## src/rtl/btb_predictor.sv

```systemverilog
// Direct-mapped BTB with 2-bit direction counters; combinational lookup, synchronous training.
// Define BTB_STATS_EN to build the update/mispredict statistics counters.
module btb_predictor #(
    parameter int DBITS    = 32,
    parameter int IDXBITS  = 4,
    parameter int INSTSIZE = 4
) (
    input  logic             clk,
    input  logic             reset,
    input  logic [DBITS-1:0] pc_fe,
    output logic [DBITS-1:0] pcpred_fe,
    output logic             predtaken_fe,
    input  logic             upd_valid,
    input  logic [DBITS-1:0] upd_pc,
    input  logic             upd_taken,
    input  logic [DBITS-1:0] upd_target,
    input  logic             upd_mispred,
    output logic [31:0]      stat_updates,
    output logic [31:0]      stat_mispreds
);
    localparam int          TAGBITS = DBITS - 2 - IDXBITS;
    localparam int unsigned NENT    = 1 << IDXBITS;

    logic               r_valid  [NENT];
    logic [TAGBITS-1:0] r_tag    [NENT];
    logic [DBITS-1:0]   r_target [NENT];
    logic [1:0]         r_ctr    [NENT];

    logic [IDXBITS-1:0] w_idx;
    logic [TAGBITS-1:0] w_tag;
    logic               w_hit;
    logic [IDXBITS-1:0] w_uidx;
    logic [TAGBITS-1:0] w_utag;
    logic               w_uhit;
    logic               w_unused;

    assign w_idx  = pc_fe[IDXBITS+1:2];
    assign w_tag  = pc_fe[DBITS-1:IDXBITS+2];
    assign w_hit  = r_valid[w_idx] && (r_tag[w_idx] == w_tag);
    assign w_uidx = upd_pc[IDXBITS+1:2];
    assign w_utag = upd_pc[DBITS-1:IDXBITS+2];
    assign w_uhit = r_valid[w_uidx] && (r_tag[w_uidx] == w_utag);

    // Lookup reads the registered table, so a same-cycle update is not forwarded.
    always_comb begin
        predtaken_fe = w_hit && r_ctr[w_idx][1];
        pcpred_fe    = predtaken_fe ? r_target[w_idx] : pc_fe + DBITS'(INSTSIZE);
    end

    always_ff @(posedge clk or posedge reset) begin
        if (reset) begin
            for (int unsigned i = 0; i < NENT; i++) begin
                r_valid[i]  <= 1'b0;
                r_tag[i]    <= '0;
                r_target[i] <= '0;
                r_ctr[i]    <= 2'b01;
            end
        end else if (upd_valid) begin
            if (w_uhit) begin
                if (upd_taken) begin
                    r_ctr[w_uidx]    <= (r_ctr[w_uidx] == 2'b11) ? 2'b11 : r_ctr[w_uidx] + 2'd1;
                    r_target[w_uidx] <= upd_target;
                end else begin
                    r_ctr[w_uidx] <= (r_ctr[w_uidx] == 2'b00) ? 2'b00 : r_ctr[w_uidx] - 2'd1;
                end
            end else if (upd_taken) begin
                r_valid[w_uidx]  <= 1'b1;
                r_tag[w_uidx]    <= w_utag;
                r_target[w_uidx] <= upd_target;
                r_ctr[w_uidx]    <= 2'b10;
            end
        end
    end

`ifdef BTB_STATS_EN
    logic [31:0] r_stat_updates;
    logic [31:0] r_stat_mispreds;

    always_ff @(posedge clk or posedge reset) begin
        if (reset) begin
            r_stat_updates  <= '0;
            r_stat_mispreds <= '0;
        end else if (upd_valid) begin
            r_stat_updates <= r_stat_updates + 32'd1;
            if (upd_mispred)
                r_stat_mispreds <= r_stat_mispreds + 32'd1;
        end
    end

    assign stat_updates  = r_stat_updates;
    assign stat_mispreds = r_stat_mispreds;
    assign w_unused      = ^upd_pc[1:0];
`else
    assign stat_updates  = '0;
    assign stat_mispreds = '0;
    assign w_unused      = ^{upd_pc[1:0], upd_mispred};
`endif

endmodule
```

## config.mk

```make
export PLATFORM = sky130hd
export DESIGN_NAME = btb_predictor
export DESIGN_NICKNAME = d
export VERILOG_FILES = /design/src/rtl/btb_predictor.sv
export SDC_FILE = /design/constraint.sdc
export NUM_CORES = 2
export LEC_CHECK = 0
export BUFFER_PORTS_ARGS = -buffer_cell sky130_fd_sc_hd__buf_4
export CAP_MARGIN = 5
export CORE_MARGIN = 8
export CORE_UTILIZATION = 30
export DETAILED_ROUTE_END_ITERATION = 16
export GPL_ROUTABILITY_DRIVEN = 0
export PLACE_DENSITY = 0.41
export RECOVER_POWER = 100
export SYNTH_ARGS = -nofsm -noshare
export SYNTH_HDL_FRONTEND = slang
export SYNTH_SLANG_ARGS = --single-unit
```

## constraint.sdc

```tcl
create_clock -name clk -period 56 [get_ports clk]
set_input_delay 5.6 -clock clk [delete_from_list [all_inputs] [get_ports clk]]
set_output_delay 5.6 -clock clk [all_outputs]
set_load 0.01 [all_outputs]
```

==> reports/results.tsv <==
metric	value	unit
DP Area	53800	um2
worst IR drop on VDD	0.0280	mV
Tcrit/Tclk final	40.1	%
first-pass GRT wire length	257	mm
crit path kind	input port to output pin	
Placed Cells	5523	
RSZ-0062 raised after global routing	false	
xor and xnor area share after synthesis	1.18	%
fin area	57000	um2
# clock sinks	976	
vias per inst	5.31	
All-Layer GR Usage	19.0	%
Final Hold Vio Count	0	
Slew HR	-274	%
critical path launch point type	input port	
FP Rows	151	
largest family of logic cells by synthesized area	multiplexers	
GRT overflow	0	
count leader, synth	dfrtp_1	
actual slew at the worst max-slew pin	5.61	ns
Synth Area in Adders	0.0634	%
Final min period	22.44	ns
Yosys reg bits	976	
Slew Viols, Final	2269	
HPWL after DPL	107	mm
Die X	429	um
worst skew pair latency	0.78	ns
CTS Buf Count	118	
Layout Cells excl Fill	5748	
WP data arrival	16.84	ns
Routed WL per cell	31.1	um
power per cell area	37.3	nW/um2
Post-Synthesis Cells	3405	
area leader, netlist	dfrtp_1	
Top Usage Layer GRT	met2	
FMAX	44.6	MHz
clock root cell	clkbuf_16	
CTS hold repair buffers	0	
Starting Density	30.2	%
num ports	198	
Final Worst Setup Slack	33.56	ns
worst hold slack	0.493	ns
failing checks	max-capacitance violations, max-slew violations	
initial antenna violation count	17	
met2 Track Usage GR	31.9	%
Hold Startpoint	r_valid[9]	
Main synth FF type	dfrtp_1	
Initial DRC Count	2117	
Synth warnings	0	
chip height	429	um
vias in the first global route	31939	
Max-Cap Viols	66	
FF-to-FF setup slack	46.59	ns
drt pass-1 iters	5	
CP required	50.40	ns
post-CTS sizing	0	
asr flop ratio synth	100	%
reg2reg start	r_tag[180]	
antenna viol nets, final	0	
Worst-path clk slew	0.06	ns
synthesized area	51300	um2
post-synthesis compound-gate area fraction	3.28	%
grt met3 use	2.88	%
number of flops mapped to enable cells by yosys	0	
hold depth	1	
Leak	24.5	nW
Worst Hold Path EP	r_valid[9]	
# nets final	3527	
CTS tree	yes	
Worst Setup End Kind	output pin	
via count	30526	
leading cell types by count after synthesis	960 x dfrtp_1, 778 x mux2_2, 354 x mux4_2, 171 x mux2_4, 167 x clkbuf_1	
Total Power	2.13	mW
Setup WS pre-CTS	39.80	ns
DRT Wirelength	179	mm
post-synth top area share	46.9	%
met1 GRT Util	25.5	%
sequential area share after synthesis	47.7	%
pin count of the biggest net entering global routing	123	
CP Max Fanout	50	
post-synthesis mux area share	40.4	%
Fin Clk Skew	0.0503	ns
final setup violation count	0	
Fill cells	16797	
Synth Area in Simple Gates	2.88	%
area growth from synthesis to layout	11.2	%
# DRC	0	
worst r2r path cells	11	
ratio of cells with drive above 1 in the final layout	43.6	%
worst hold path class	flip-flop to flip-flop	
outcome	finished with violations	
CORE AREA	170000	um2
setup TNS	0	ns
H-tree Lvls	3	
Final Core Density	33.6	%
Post-CTS Setup Inserts	0	
Clock Path Buffers	3	
syn_area_per_cell	15.1	um2
Port Buffers	130	
Netlist cell types	76	
r2r endpoint	r_tag[255]	
Area contributors post-synth	dfrtp_1 47%, mux2_2 17%, mux4_2 16%	
die area	184000	um2
## how the worst max path moves through the flow
stage	endpoint	slack (ns)	cells after the start	from
3_5_place_dp	pcpred_fe[31]	39.80	12	pc_fe[3]
4_1_cts	pcpred_fe[31]	39.80	12	pc_fe[3]
6_report	pcpred_fe[31]	33.56	13	pc_fe[3]
3_3_place_gp	pcpred_fe[31]	39.78	12	pc_fe[3]
2_1_floorplan	r_ctr[11]	22.97	1	reset
5_1_grt	pcpred_fe[31]	32.81	13	pc_fe[3]
## flip-flops by register name (all words and copies together) (netlist names)
signal    cells
r_valid      16
r_tag       416
r_ctr        32
r_target    512
## power by group
| group | total, mW | switching (mW) | internal [mW] | leakage (nW) |
|---|---|---|---|---|
| registers | 0.923 | 0.0829 | 0.840 | 12.4 |
| logic | 0.397 | 0.175 | 0.222 | 10.1 |
| clock network | 0.809 | 0.333 | 0.476 | 2.01 |
## worst max-delay path, cell delays in order
cell and delay (ns):
clkbuf_1 2.93, clkbuf_1 2.98, mux4_2 0.68, mux2i_1 0.13
mux2i_1 0.75, xnor2_1 0.20, nand4_1 0.11, nor4_1 0.28
nand4_1 0.26, nor4_4 0.21, clkbuf_1 1.73, mux2_1 0.54
buf_4 0.21
## layout make-up
class                      count  area (um2)  area share [%]
clock inverter                43         597            1.05
clock buffer                 177        3510            6.16
inverter                      29         113           0.197
tap                         2218        2780            4.87
multi-input combinational   2088       24200            42.4
sequential                   976       24400            42.9
antenna                        5        12.5          0.0219
timing repair buffer         212        1380            2.41
## routing by layer
| layer | up-vias | wire length [um] |
|---|---|---|
| li1 | 12797 | - |
| met1 | 16821 | 78400 |
| met2 | 665 | 87700 |
| met3 | 239 | 6920 |
| met4 | 4 | 5690 |
| met5 | - | 23 |
## cell usage in the layout, fill, tap and decap left out, drive strengths merged, types with 10 or more instances in the layout
cell	instances
o21ai	84
nand2b	21
nor2b	21
dfstp	16
conb	64
mux4	354
a22oi	30
nor3	20
xor2	28
a32oi	14
or2	10
nand3	28
a32o	12
mux2	969
inv	29
o22ai	17
and3	13
clkbuf	246
mux2i	118
buf	143
dfrtp	960
nand4	18
clkinv	28
xnor2	41
nor2	49
nand2	63
a21oi	14
## cell families (layout without fill, tap and decap cells)
logic type      count (synthesis)  count (layout)
compound gates                231             231
xor+xnor                       69              69
fa+ha+maj                       3               3
buf+inv                       404             461
flops                         976             976
mux                          1441            1441
other cells                     1              69
simple gates                  280             280
No activity file was read; power rests on OpenSTA's default activity.
